===== src/rtl/uart_fifo_core.sv =====
// UART transmitter and 16x-oversampled receiver with small TX/RX FIFOs.
// Byte streams use valid/ready; RX entries carry their own error flags.
`timescale 1ns/1ps
module uart_fifo_core #(
   parameter int CLK_HZ    = 50_000_000,
   parameter int BAUD      = 115200,
   parameter int DATA_BITS = 8,
   parameter int PARITY    = 0,
   parameter int STOP_BITS = 1,
   parameter int FIFO_AW   = 2
) (
   input  logic                 clk,
   input  logic                 reset_n,
   input  logic                 rxd,
   output logic                 txd,
   input  logic [DATA_BITS-1:0] tx_data,
   input  logic                 tx_valid,
   output logic                 tx_ready,
   output logic [DATA_BITS-1:0] rx_data,
   output logic                 rx_valid,
   input  logic                 rx_ready,
   output logic                 rx_parity_err,
   output logic                 rx_frame_err,
   output logic                 rx_overrun,
   input  logic                 rx_overrun_clr,
   output logic                 tx_busy
);

   localparam int DIV   = CLK_HZ / (BAUD * 16);
   localparam int BW    = $clog2(DIV);
   localparam int DEPTH = 2 ** FIFO_AW;
   localparam int RW    = DATA_BITS + 2;
   localparam logic [BW-1:0]    DIV_M1   = BW'(DIV - 1);
   localparam logic [FIFO_AW:0] FULL_LVL = (FIFO_AW + 1)'(DEPTH);
   localparam logic [2:0]       LAST_BIT = 3'(DATA_BITS - 1);
   localparam logic [4:0]       STOP_END = 5'(16 * STOP_BITS - 1);
   localparam logic             POL      = (PARITY == 1);

   typedef enum logic [2:0] {
      S_IDLE, S_START, S_DATA, S_PAR, S_STOP
   } state_t;

   logic [BW-1:0] bcnt;
   logic          tick;

   assign tick = (bcnt == DIV_M1);

   always_ff @(posedge clk or negedge reset_n) begin
      if (!reset_n) bcnt <= '0;
      else          bcnt <= tick ? '0 : bcnt + 1'b1;
   end

   logic rx_m, rx_s;

   always_ff @(posedge clk or negedge reset_n) begin
      if (!reset_n) begin
         rx_m <= 1'b1;
         rx_s <= 1'b1;
      end else begin
         rx_m <= rxd;
         rx_s <= rx_m;
      end
   end

   // TX FIFO
   logic [DATA_BITS-1:0] tx_mem [DEPTH];
   logic [FIFO_AW-1:0]   tx_wp, tx_rp;
   logic [FIFO_AW:0]     tx_lvl, tx_lvl_n;
   logic                 tx_push, tx_pop, tx_empty;

   state_t               ts;
   logic [4:0]           tcnt;
   logic [2:0]           tbit;
   logic [DATA_BITS-1:0] tsh;
   logic                 tpar;

   assign tx_push  = tx_valid & tx_ready;
   assign tx_empty = (tx_lvl == '0);
   assign tx_pop   = tick & ~tx_empty &
                     ((ts == S_IDLE) | ((ts == S_STOP) & (tcnt == STOP_END)));
   assign tx_busy  = (ts != S_IDLE) | ~tx_empty;

   always_comb begin
      tx_lvl_n = tx_lvl;
      unique case ({tx_push, tx_pop})
         2'b10:   tx_lvl_n = tx_lvl + 1'b1;
         2'b01:   tx_lvl_n = tx_lvl - 1'b1;
         default: tx_lvl_n = tx_lvl;
      endcase
   end

   always_ff @(posedge clk or negedge reset_n) begin
      if (!reset_n) begin
         tx_wp    <= '0;
         tx_rp    <= '0;
         tx_lvl   <= '0;
         tx_ready <= 1'b1;
      end else begin
         tx_lvl   <= tx_lvl_n;
         tx_ready <= (tx_lvl_n != FULL_LVL);
         if (tx_push) tx_wp <= tx_wp + 1'b1;
         if (tx_pop)  tx_rp <= tx_rp + 1'b1;
      end
   end

   always_ff @(posedge clk) begin
      if (tx_push) tx_mem[tx_wp] <= tx_data;
   end

   // TX FSM; a pop at the end of STOP starts the next frame with no gap
   always_ff @(posedge clk or negedge reset_n) begin
      if (!reset_n) begin
         ts   <= S_IDLE;
         txd  <= 1'b1;
         tcnt <= '0;
         tbit <= '0;
         tsh  <= '0;
         tpar <= 1'b0;
      end else if (tick) begin
         tcnt <= tcnt + 5'd1;
         if (tx_pop) begin
            tsh  <= tx_mem[tx_rp];
            tpar <= ^tx_mem[tx_rp] ^ POL;
            txd  <= 1'b0;
            ts   <= S_START;
            tcnt <= '0;
         end else begin
            unique case (ts)
               S_IDLE: tcnt <= '0;
               S_START: if (tcnt == 5'd15) begin
                  tcnt <= '0;
                  tbit <= '0;
                  txd  <= tsh[0];
                  ts   <= S_DATA;
               end
               S_DATA: if (tcnt == 5'd15) begin
                  tcnt <= '0;
                  if (tbit == LAST_BIT) begin
                     if (PARITY != 0) begin
                        txd <= tpar;
                        ts  <= S_PAR;
                     end else begin
                        txd <= 1'b1;
                        ts  <= S_STOP;
                     end
                  end else begin
                     tbit <= tbit + 3'd1;
                     txd  <= tsh[1];
                     tsh  <= tsh >> 1;
                  end
               end
               S_PAR: if (tcnt == 5'd15) begin
                  tcnt <= '0;
                  txd  <= 1'b1;
                  ts   <= S_STOP;
               end
               S_STOP: if (tcnt == STOP_END) begin
                  tcnt <= '0;
                  ts   <= S_IDLE;
               end
               default: ts <= S_IDLE;
            endcase
         end
      end
   end

   // RX FSM; samples land 8 ticks after start detection, then every 16
   state_t               rs;
   logic [3:0]           rcnt;
   logic [2:0]           rbit;
   logic [DATA_BITS-1:0] rsh;
   logic                 rpe;
   logic                 rx_push;
   logic [RW-1:0]        rx_wdata;

   assign rx_push  = tick & (rs == S_STOP) & (rcnt == 4'd15);
   assign rx_wdata = {~rx_s, rpe, rsh};

   always_ff @(posedge clk or negedge reset_n) begin
      if (!reset_n) begin
         rs   <= S_IDLE;
         rcnt <= '0;
         rbit <= '0;
         rsh  <= '0;
         rpe  <= 1'b0;
      end else if (tick) begin
         rcnt <= rcnt + 4'd1;
         unique case (rs)
            S_IDLE: begin
               rcnt <= '0;
               if (!rx_s) begin
                  rpe <= 1'b0;
                  rs  <= S_START;
               end
            end
            S_START: if (rcnt == 4'd7) begin
               rcnt <= '0;
               rbit <= '0;
               rs   <= rx_s ? S_IDLE : S_DATA;
            end
            S_DATA: if (rcnt == 4'd15) begin
               rcnt <= '0;
               rsh  <= {rx_s, rsh[DATA_BITS-1:1]};
               if (rbit == LAST_BIT) rs <= (PARITY != 0) ? S_PAR : S_STOP;
               else                  rbit <= rbit + 3'd1;
            end
            S_PAR: if (rcnt == 4'd15) begin
               rcnt <= '0;
               rpe  <= (rx_s != (^rsh ^ POL));
               rs   <= S_STOP;
            end
            S_STOP: if (rcnt == 4'd15) begin
               rcnt <= '0;
               rs   <= S_IDLE;
            end
            default: rs <= S_IDLE;
         endcase
      end
   end

   // RX FIFO
   logic [RW-1:0]      rx_mem [DEPTH];
   logic [FIFO_AW-1:0] rx_wp, rx_rp;
   logic [FIFO_AW:0]   rx_lvl;
   logic               rx_pop, rx_acc, rx_drop;
   logic [RW-1:0]      rx_head;

   assign rx_valid = (rx_lvl != '0);
   assign rx_pop   = rx_valid & rx_ready;
   assign rx_acc   = rx_push & ((rx_lvl != FULL_LVL) | rx_pop);
   assign rx_drop  = rx_push & ~rx_acc;
   assign rx_head  = rx_mem[rx_rp];

   assign rx_data       = rx_valid ? rx_head[DATA_BITS-1:0] : '0;
   assign rx_frame_err  = rx_valid & rx_head[RW-1];
   assign rx_parity_err = (PARITY != 0) & rx_valid & rx_head[RW-2];

   always_ff @(posedge clk or negedge reset_n) begin
      if (!reset_n) begin
         rx_wp      <= '0;
         rx_rp      <= '0;
         rx_lvl     <= '0;
         rx_overrun <= 1'b0;
      end else begin
         if (rx_acc) rx_wp <= rx_wp + 1'b1;
         if (rx_pop) rx_rp <= rx_rp + 1'b1;
         unique case ({rx_acc, rx_pop})
            2'b10:   rx_lvl <= rx_lvl + 1'b1;
            2'b01:   rx_lvl <= rx_lvl - 1'b1;
            default: rx_lvl <= rx_lvl;
         endcase
         if (rx_drop)             rx_overrun <= 1'b1;
         else if (rx_overrun_clr) rx_overrun <= 1'b0;
      end
   end

   always_ff @(posedge clk) begin
      if (rx_acc) rx_mem[rx_wp] <= rx_wdata;
   end

endmodule


===== config.mk =====
export PLATFORM = sky130hd
export DESIGN_NAME = uart_fifo_core
export DESIGN_NICKNAME = d
export VERILOG_FILES = /design/src/rtl/uart_fifo_core.sv
export SDC_FILE = /design/constraint.sdc
export NUM_CORES = 1
export LEC_CHECK = 0
export ABC_CLOCK_PERIOD_IN_PS = 3400
export BUFFER_PORTS_ARGS = -buffer_cell sky130_fd_sc_hd__buf_4
export CAP_MARGIN = 20
export CORE_ASPECT_RATIO = 0.8
export CORE_MARGIN = 4
export CORE_UTILIZATION = 61
export DETAILED_ROUTE_END_ITERATION = 8
export HOLD_SLACK_MARGIN = 0.06
export PLACE_DENSITY = 0.84
export SLEW_MARGIN = 0
export SYNTH_ARGS = -nofsm -noshare
export SYNTH_HDL_FRONTEND = slang
export SYNTH_SLANG_ARGS = --single-unit
export TNS_END_PERCENT = 20

===== constraint.sdc =====
create_clock -name clk -period 3.4 [get_ports clk]
set_input_delay 0.68 -clock clk [delete_from_list [all_inputs] [get_ports clk]]
set_output_delay 0.68 -clock clk [all_outputs]
set_load 0.03 [all_outputs]

==> results of run 1 <==
final timing paths:
check | from | endpoint | slack [ns]
hold / removal | reset_n | rcnt[1] | 0.35
hold reg to reg | rx_m | rx_s | 0.37
min in group clk | rx_m | rx_s | 0.37
setup reg to reg | tcnt[0] | tx_ready | 0.65
setup / recovery | rx_rp[0] | rx_data[6] | 0.62
max in group asynchronous | reset_n | rsh[1] | 2.53
routing by layer:
| metal | wire, µm | part of all wire [%] | vias up |
|---|---|---|---|
| met1 | 4530 | 44 | 1664 |
| met4 | 89 | 0.87 | 0 |
| li1 | - | - | 1547 |
| met5 | 0 | 0 | - |
| met2 | 5230 | 51 | 60 |
| met3 | 418 | 4.1 | 8 |
critical path, stage by stage, from the launching register on:
cell and delay [ns]:
dfrtp_1 0.76, mux4_2 0.59, and2_1 0.17, buf_4 0.16
registers in the layout, summed over array words and instances, names as in the netlist:
| signal | count |
|---|---|
| rcnt | 4 |
| tsh | 8 |
| rx_overrun | 1 |
| tx_wp | 2 |
| tx_rp | 2 |
| rx_wp | 2 |
| rx_rp | 2 |
| rx_mem | 36 |
| rbit | 3 |
| rsh | 8 |
| rx_m | 1 |
| rs | 3 |
| tbit | 3 |
| rx_lvl | 3 |
| rx_s | 1 |
| tcnt | 5 |
| txd | 1 |
| bcnt | 5 |
| tx_ready | 1 |
| tx_lvl | 3 |
| ts | 3 |
| tx_mem | 32 |
power groups by stage:
stage	Combinational [µW]	Sequential, µW	Clock [µW]
after floorplan	574	1950	0
after global placement	601	2060	0
after detailed placement	637	2080	0
after CTS	646	2060	1750
after global routing	705	2090	1830
final	636	2050	1730
kinds of logic after synthesis:
logic type | Yosys count
compound gates | 41
xor+xnor | 16
fa+ha+maj | 23
buf+inv | 41
flops | 129
mux | 53
other cells | 1
simple gates | 103
area by class of cell:
class	count	area [µm²]	share of cell area (%)
well taps	115	144	2.16
clock inverters	12	119	1.78
multi-input cells	237	2070	31.1
clock buffers	20	447	6.71
inverters	22	82.6	1.24
flip-flops and latches	129	3570	53.7
repair buffers	30	225	3.38
synth_stat cells, types with 9 or more instances:
library cell and instances:
inv_1 22, and2_1 14, and3_1 9, clkbuf_1 9
mux2i_1 12, xnor2_1 9, dfrtp_1 57, nor2_1 19
o21ai_0 21, ha_1 20, edfxtp_1 68, mux2_2 21
nand2_1 23, mux4_2 17
through the flow:
step	instance area (µm²)	worst slack, ns	total power, µW	hold WS [ns]
detailed placement	6090	0.508	2710	0.361
global route	6660	0.460	4620	0.362
floorplan	5820	0.539	2520	0.345
global placement	6090	0.654	2660	0.361
CTS	6660	0.549	4450	0.358
finish	6660	0.620	4410	0.349
==> results.toml, run 1 <==
[global_routing]
antenna_found_initial = 0
grt_busiest_layer = "met2"
grt_use_met3_pct = 5.71
grt_pass1_vias = 3285
grt_pass1_wl_um = 16900
grt_util_met1_pct = 27.6
grt_use_total_pct = 20.5
grt_max_degree = 62
gr-usage-met2_pct = 32.2
grt_overflow_total = 0

[routing]
initialDrtViolationCount = 294
wl_per_cell_um = 18.2
via_count = 3279
via_per_inst = 5.80
antenna_left = 0
first_pass_iters = 4
route.detailed.drc = 0
wl_um = 10300

[clock_tree]
cts_hold_buf = 0
cts_buffers = 17
tritoncts = "built"
cts_root_buffer = "clkbuf_16"
htreeDepth = 4
ctsResizeCount = 0
post_cts_buffers = 0
worstSkewPairLatency_ns = 0.42
clkSlewWorstSetupHoldPaths_ns = 0.05
clock_sinks = 129
cts_max_path_buffers = 2

[timing]
fin_crit_ns = 2.78
slew_headroom_pct = 47.6
rsz0062_at_grt = "false"
maxSlewViolCount = 0
max_freq_mhz = 360
worstMarginPinSlew_ns = 0.786
skew_ns = 0.00815
finalSetupViolations = 0
final.setup.tns_ns = 0
hold_viol = 0
post-route-period-util_pct = 81.8

[die]
num_io_pins = 29
dieArea_um2 = 11200
die_h_um = 95.3
rows = 31
core-area_um2 = 9190
die_w_um = 117
start_util_pct = 63.3

[power_and_ir_drop]
power.net_switching_uw = 1160
vdd_drop_max_v = 0.000440
power_density_nw_per_um2 = 663
p_int_uw = 3260
p_sw_share_pct = 26.2
leakagePower_uw = 0.00279
combPwrFrac_pct = 14.4
power_frac_seq_pct = 46.5
power.share.clock_pct = 39.1

[status]
outcome = "complete, no violations"

[synth]
ys_types = 57
syn-cell-area_um2 = 5820
synthMuxAreaShare_pct = 13.5
ys_seq_elements = 129
postSynthAreaPerCell_um2 = 14.3
synthCells = 407
synth_top_family_by_area = "multiplexers"
synth_flop_cell = "edfxtp_1"
yosys.area_share.simple_pct = 9.94
synth_xor_area_share_pct = 2.41
synth.top_cell.area_share_pct = 35.1
synthAdderAreaFrac_pct = 5.16
synth_edf_count = 68
synth_warnings = 0
ys_seq_area_share_pct = 61.4
syn_nets = 443
synth.area.top_cells = "edfxtp_1, dfrtp_1, mux4_2"
async_flop_share_pct = 47.3
yosysTopAreaCell = "edfxtp_1"
synth_compound_gate_area_share_pct = 4.52

[layout]
nets = 473
drive_above_1_share_pct = 25.1
final_common_cell = "edfxtp_1"
fin_cells = 565
fin_util_pct = 72.5
final_cell_mix = "edfxtp_1, dfrtp_1, buf_4"
area_delta_synth_final_pct = 14.5
n_antenna_cell = 0
fillers = 558

[setup_path]
arrival_ns = 2.10
cp_max_fo = 11
critPathLaunchType = "register"
cp-end-kind = "output pin"
cp.required_ns = 2.72
worst-setup-path-type = "register to output pin"
r2r.worst_path.cells = 12

[min_path]
hp-class = "input pin to async pin"

[place]
place_inst = 533
place_congestion = 0.746
port_buffers = 27
dp_hpwl_um = 6610

[run]
max-cap-violations = 0
No activity file was read; power rests on OpenSTA's default activity.
==> run 2: changes to the inputs <==
--- a/config.mk
+++ b/config.mk
@@ -5,7 +5,8 @@
 export SDC_FILE = /design/constraint.sdc
 export NUM_CORES = 1
 export LEC_CHECK = 0
-export ABC_CLOCK_PERIOD_IN_PS = 3400
+export ABC_AREA = 1
+export ABC_CLOCK_PERIOD_IN_PS = 2900
 export BUFFER_PORTS_ARGS = -buffer_cell sky130_fd_sc_hd__buf_4
 export CAP_MARGIN = 20
 export CORE_ASPECT_RATIO = 0.8
==> constraint.sdc (replaced) <==
create_clock -name clk -period 2.9 [get_ports clk]
set_input_delay 0.58 -clock clk [delete_from_list [all_inputs] [get_ports clk]]
set_output_delay 0.58 -clock clk [all_outputs]
set_load 0.03 [all_outputs]
==> run 2 against run 1 <==
Synthesized cell count rose by 46%. Critical path depth rose by 10. Wire length rose by 8.7%. Setup slack got worse by 0.27 ns. Combinational power rose by 73%. Hold slack got worse by 0.10 ns. Register-to-register slack got worse by 0.30 ns. Via count rose by 26%. Area after synthesis rose by 1.4%. Critical endpoint is now tx_ready. Highest routed layer unchanged.
==> results.toml, run 2 <==
[status]
outcome = "complete, no violations"

[timing]
fin_hold_ws_ns = 0.244
final.setup.tns_ns = 0
rsz0062_at_grt = "false"
worstMarginPinSlew_ns = 0.838
post-route-period-util_pct = 87.8
finalSetupViolations = 0
maxSlewViolCount = 0
slew_headroom_pct = 44.1
skew_ns = 0.00937
fin_crit_ns = 2.55
max_freq_mhz = 393
hold_viol = 0

[synth]
yosysTopAreaCell = "edfxtp_1"
ys_types = 34
ys_seq_area_share_pct = 60.6
synth.area.top_cells = "edfxtp_1, dfrtp_1, nand2_1"
synthTopCellsByCount = "nand2_1, nor2_1, edfxtp_1, inv_1, dfrtp_1"
syn-cell-area_um2 = 5900
postSynthAreaPerCell_um2 = 9.94
ys_seq_elements = 129
async_flop_share_pct = 47.3
synth_warnings = 0
yosysMostFrequentCell = "nand2_1"
syn_nets = 629
synthCells = 593
synth_flop_cell = "edfxtp_1"
synth.top_cell.area_share_pct = 34.6
synth_edf_count = 68

[place]
place_congestion = 0.878
dp_hpwl_um = 7250
placed_area_um2 = 6220
port_buffers = 27

[routing]
via_count = 4116
first_pass_iters = 5
initialDrtViolationCount = 287
route.detailed.drc = 0
wl_per_cell_um = 14.7
antenna_left = 0
via_per_inst = 5.42
wl_um = 11200

[layout]
seq_area_um2 = 3570
top_register = "rx_mem"
multi_input_area_um2 = 1970
reg_top3 = "rx_mem: 36 flops, tx_mem: 32 flops"
nets = 668
fin_util_pct = 73.9
fillers = 610
final_common_cell = "nand2_1"
drive_above_1_share_pct = 13.2
n_antenna_cell = 0
finish.instance_area_um2 = 6830
final_cell_mix = "nand2_1, nor2_1, inv_1, edfxtp_1, dfrtp_1"
largest_register_ffs = 36
area_delta_synth_final_pct = 15.8

[setup_path]
cpPeakStageDelay_ns = 0.40
cp-end-kind = "register"
crit_path_frequent_cell = "ha_1"
crit_chain = "ha_1 > nand2_1 > nor2_1 > ha_1 > o21ai_2 > nor2_4 > ha_1 > inv_1 > fa_1 > a21oi_1 > o21ai_0 > xor2_1 > nand2_1"
cp_max_fo = 4
critPathLaunchType = "register"
crit_family = "adder cells"
arrival_ns = 2.88
path_buf_inv = 1
worst-setup-path-type = "register to register"
cp.required_ns = 3.23
crit_path_top_delay_cell = "dfrtp_1"

[global_routing]
grt_pass1_wl_um = 19000
grt_use_met3_pct = 6.11
grt_use_total_pct = 21.7
antenna_found_initial = 0
grt_util_met1_pct = 26.2
gr-usage-met2_pct = 38.4
grt_overflow_total = 0
grt_busiest_layer = "met2"
grt_pass1_vias = 4055
grt_max_degree = 62

[clock_tree]
cts_root_buffer = "clkbuf_16"
htreeDepth = 4
ctsResizeCount = 0
tritoncts = "built"
cts_max_path_buffers = 2
clkSlewWorstSetupHoldPaths_ns = 0.05
post_cts_buffers = 0
worstSkewPairLatency_ns = 0.41
cts_buffers = 17
cts_hold_buf = 0
clock_sinks = 129

[die]
core-area_um2 = 9230
die_w_um = 118
start_util_pct = 63.9
num_io_pins = 29
rows = 31
dieArea_um2 = 11300
die_h_um = 95.9

[power_and_ir_drop]
p_total_uw = 5470
leakagePower_uw = 0.00311
vdd_drop_max_v = 0.000558
power_density_nw_per_um2 = 801

[run]
max-cap-violations = 0

[min_path]
hp-class = "input pin to async pin"
run 2: logic make-up after synthesis:
logic type | after synthesis | share of synthesized area (%)
XOR/XNOR | 15 | 2.23
AO/OA/AOI/OAI | 87 | 7.53
buffers and inverters | 87 | 5.98
adder cells (fa/ha/maj) | 22 | 4.92
AND/OR/NAND/NOR | 252 | 18.7
other | 1 | 0.0636
flip-flops | 129 | 60.6
run 2: per-stage QoR:
step           worst slack, ns  instances
4_1_cts                  0.347        760
6_report                 0.354        760
3_5_place_dp             0.438        728
3_3_place_gp             0.557        728
2_1_floorplan            0.539        593
5_1_grt                 0.0260        760
run 2: final timing paths:
path | startpoint | endpoint | slack (ns) | cells after the start
max | tcnt[0] | tx_ready | 0.35 | 13
max reg2reg | tcnt[0] | tx_ready | 0.35 | 13
min reg2reg | rx_m | rx_s | 0.35 | 0
max in group asynchronous | reset_n | rx_overrun | 2.14 | 1
min in group clk | rxd | rx_m | 0.28 | 1
min | reset_n | rbit[2] | 0.24 | 1
run 2: area by class of cell:
| type | instances | share of cell area, % |
|---|---|---|
| Inverter | 72 | 3.96 |
| Tap cell | 115 | 2.11 |
| Timing Repair Buffer | 35 | 3.85 |
| Clock inverter | 10 | 1.94 |
| Sequential cell | 129 | 52.3 |
| Clock buffer | 22 | 6.95 |
| Multi-Input combinational cell | 377 | 28.8 |
run 2: report_power, final:
| group | internal (µW) | switching, µW |
|---|---|---|
| Clock | 1410 | 739 |
| Sequential | 2100 | 116 |
| Combinational | 382 | 717 |
run 2: layer usage:
layer  up-vias  share of wire (%)
li1       2031                  -
met1      1966                 44
met2       108                 50
met3        11                4.1
met4         0                1.4
met5         -                  0
==> run 3: changes to the inputs <==
--- a/config.mk
+++ b/config.mk
@@ -13,6 +13,7 @@
 export CORE_MARGIN = 4
 export CORE_UTILIZATION = 61
 export DETAILED_ROUTE_END_ITERATION = 8
+export GPL_TIMING_DRIVEN = 0
 export HOLD_SLACK_MARGIN = 0.06
 export PLACE_DENSITY = 0.84
 export SLEW_MARGIN = 0
==> run 3 against run 2 <==
Sequential power fell by 2%. Cell area rose by 0.16%. Register-to-register slack got worse by 0.13 ns. Via count increased by 2.7%. Clock-buffer cell count fell by 2. Sequential share of layout area is 0.086 points lower. Wire length grew 10%. Non-clock buffer count grew 7. Highest routed layer unchanged. Total power down 1.0%. Setup slack lost 0.13 ns. Critical path type unchanged.
==> results.toml, run 3 (synthesis gave the netlist of run 2 again) <==
[status]
outcome = "complete, no violations"

[global_routing]
grt_use_total_pct = 23.6
grt_overflow_total = 0
grt_max_degree = 62
antenna_found_initial = 0
grt_pass1_wl_um = 20700
grt_pass1_vias = 4390

[die]
dieArea_um2 = 11300
rows = 31
num_io_pins = 29
start_util_pct = 63.9
die_h_um = 95.9
die_w_um = 118
core-area_um2 = 9230

[clock_tree]
clkSlewWorstSetupHoldPaths_ns = 0.06
cts_buffers = 17
clock_sinks = 129
tritoncts = "built"
cts_max_path_buffers = 2
post_cts_buffers = 0
cts_root_buffer = "clkbuf_16"
cts_hold_buf = 0
worstSkewPairLatency_ns = 0.42
htreeDepth = 4
ctsResizeCount = 0

[layout]
fin_util_pct = 74.1
n_antenna_cell = 0
nets = 675
final_common_cell = "nand2_1"
reg_top3 = "rx_mem: 36 flops, tx_mem: 32 flops"
final_cell_mix = "nand2_1, nor2_1, inv_1, edfxtp_1, dfrtp_1"
top_register = "rx_mem"
drive_above_1_share_pct = 13.2
largest_register_ffs = 36
area_delta_synth_final_pct = 16.0

[setup_path]
arrival_ns = 3.02
worst-setup-path-type = "register to register"
cp-end-kind = "register"
crit_chain = "ha_2 > nand2_1 > nor2_2 > ha_4 > o21ai_2 > nor2_4 > buf_6 > ha_1 > inv_1 > fa_1 > a21oi_1 > o21ai_0 > xor2_1 > nand2_1"
crit_path_top_delay_cell = "fa_1"
cpPeakStageDelay_ns = 0.39
cp.required_ns = 3.24
critPathLaunchType = "register"
crit_path_frequent_cell = "nand2_1"
cp_max_fo = 10

[routing]
route.detailed.drc = 0
wl_per_cell_um = 16.0
first_pass_iters = 5
initialDrtViolationCount = 347
via_per_inst = 5.51
antenna_left = 0
wl_um = 12300
via_count = 4226

[timing]
slew_headroom_pct = 38.2
post-route-period-util_pct = 92.3
max_freq_mhz = 374
hold_viol = 0
skew_ns = 0.00996
fin_crit_ns = 2.68
final.setup.tns_ns = 0
finalSetupViolations = 0
worstMarginPinSlew_ns = 0.924
maxSlewViolCount = 0
rsz0062_at_grt = "false"

[power_and_ir_drop]
p_int_uw = 3820
vdd_drop_max_v = 0.000457
p_sw_share_pct = 29.5
power.share.clock_pct = 38.4
leakagePower_uw = 0.00309
power.net_switching_uw = 1590
power_frac_seq_pct = 40.3
power_density_nw_per_um2 = 792
combPwrFrac_pct = 21.3

[place]
dp_hpwl_um = 8030
port_buffers = 27
place_congestion = 0.890

[run]
max-cap-violations = 0

[min_path]
hp-class = "input pin to async pin"
-- run 3: changes by cell type in the layout (fill, tap and decap cells not counted), moves of 2 or more --
cell | previous run | this run
clkbuf_1 | 2 | 8
clkinv_2 | 3 | 1
buf_2 | 0 | 6
clkinv_1 | 3 | 6
buf_4 | 35 | 30
clkbuf_8 | 3 | 0
ha_1 | 20 | 18
-- run 3: final cells by class --
class / instances / area, µm²
Inverter: 72 / 270
Fill cell: 595 / 2390
Tap cell: 115 / 144
Multi-Input combinational cell: 377 / 1990
Timing Repair Buffer: 27 / 203
Buffer: 15 / 82.6
Sequential cell: 129 / 3570
Clock inverter: 12 / 141
Clock buffer: 20 / 437
-- run 3: metal layers --
metal | part of all wire, % | track usage, % | routed length, µm | vias to the layer above
met1 | 41 | 26.6 | 5000 | 2027
met4 | 2.7 | 11.7 | 331 | 0
li1 | - | - | - | 2038
met5 | 0 | 0 | 0 | -
met2 | 52 | 43.1 | 6430 | 125
met3 | 4.4 | 5.58 | 541 | 36
-- run 3: path summary, 6_finish.rpt --
path | from | to | slack [ns] | depth (start not counted)
worst min-delay path | reset_n | rbit[2] | 0.24 | 1
min in group clk | rxd | rx_m | 0.26 | 1
worst min register to register | rx_m | rx_s | 0.36 | 0
worst max register to register | tcnt[0] | tx_ready | 0.22 | 14
worst max-delay path | tcnt[0] | tx_ready | 0.22 | 14
max in group asynchronous | reset_n | rx_rp[0] | 2.13 | 1
-- run 3: worst max-delay path: cells and delay by family, from the launching register on --
| kind | cells | cell delay [ns] |
|---|---|---|
| AND/OR/NAND/NOR | 4 | 0.46 |
| flip-flops | 1 | 0.38 |
| adder cells (fa/ha/maj) | 4 | 0.93 |
| XOR/XNOR | 1 | 0.22 |
| AO/OA/AOI/OAI | 3 | 0.34 |
| buffers and inverters | 2 | 0.24 |
-- run 3: power groups by stage --
stage	Sequential [µW]	Clock (µW)	Combinational, µW
final	2180	2080	1150
after global routing	2190	2180	1290
after CTS	2180	2090	1160
after detailed placement	2210	0	1150
after global placement	2200	0	1090
after floorplan	2190	0	773
-- run 3: metrics by stage --
step	cell area [µm²]	hold WS, ns	cells	power (µW)	setup slack, ns
6_report	6840	0.244	767	5410	0.223
5_1_grt	6840	0.255	767	5660	0.00330
4_1_cts	6820	0.258	767	5430	0.141
3_5_place_dp	6240	0.347	735	3360	0.180
3_3_place_gp	6240	0.347	735	3290	0.332
2_1_floorplan	5900	0.284	593	2970	0.539
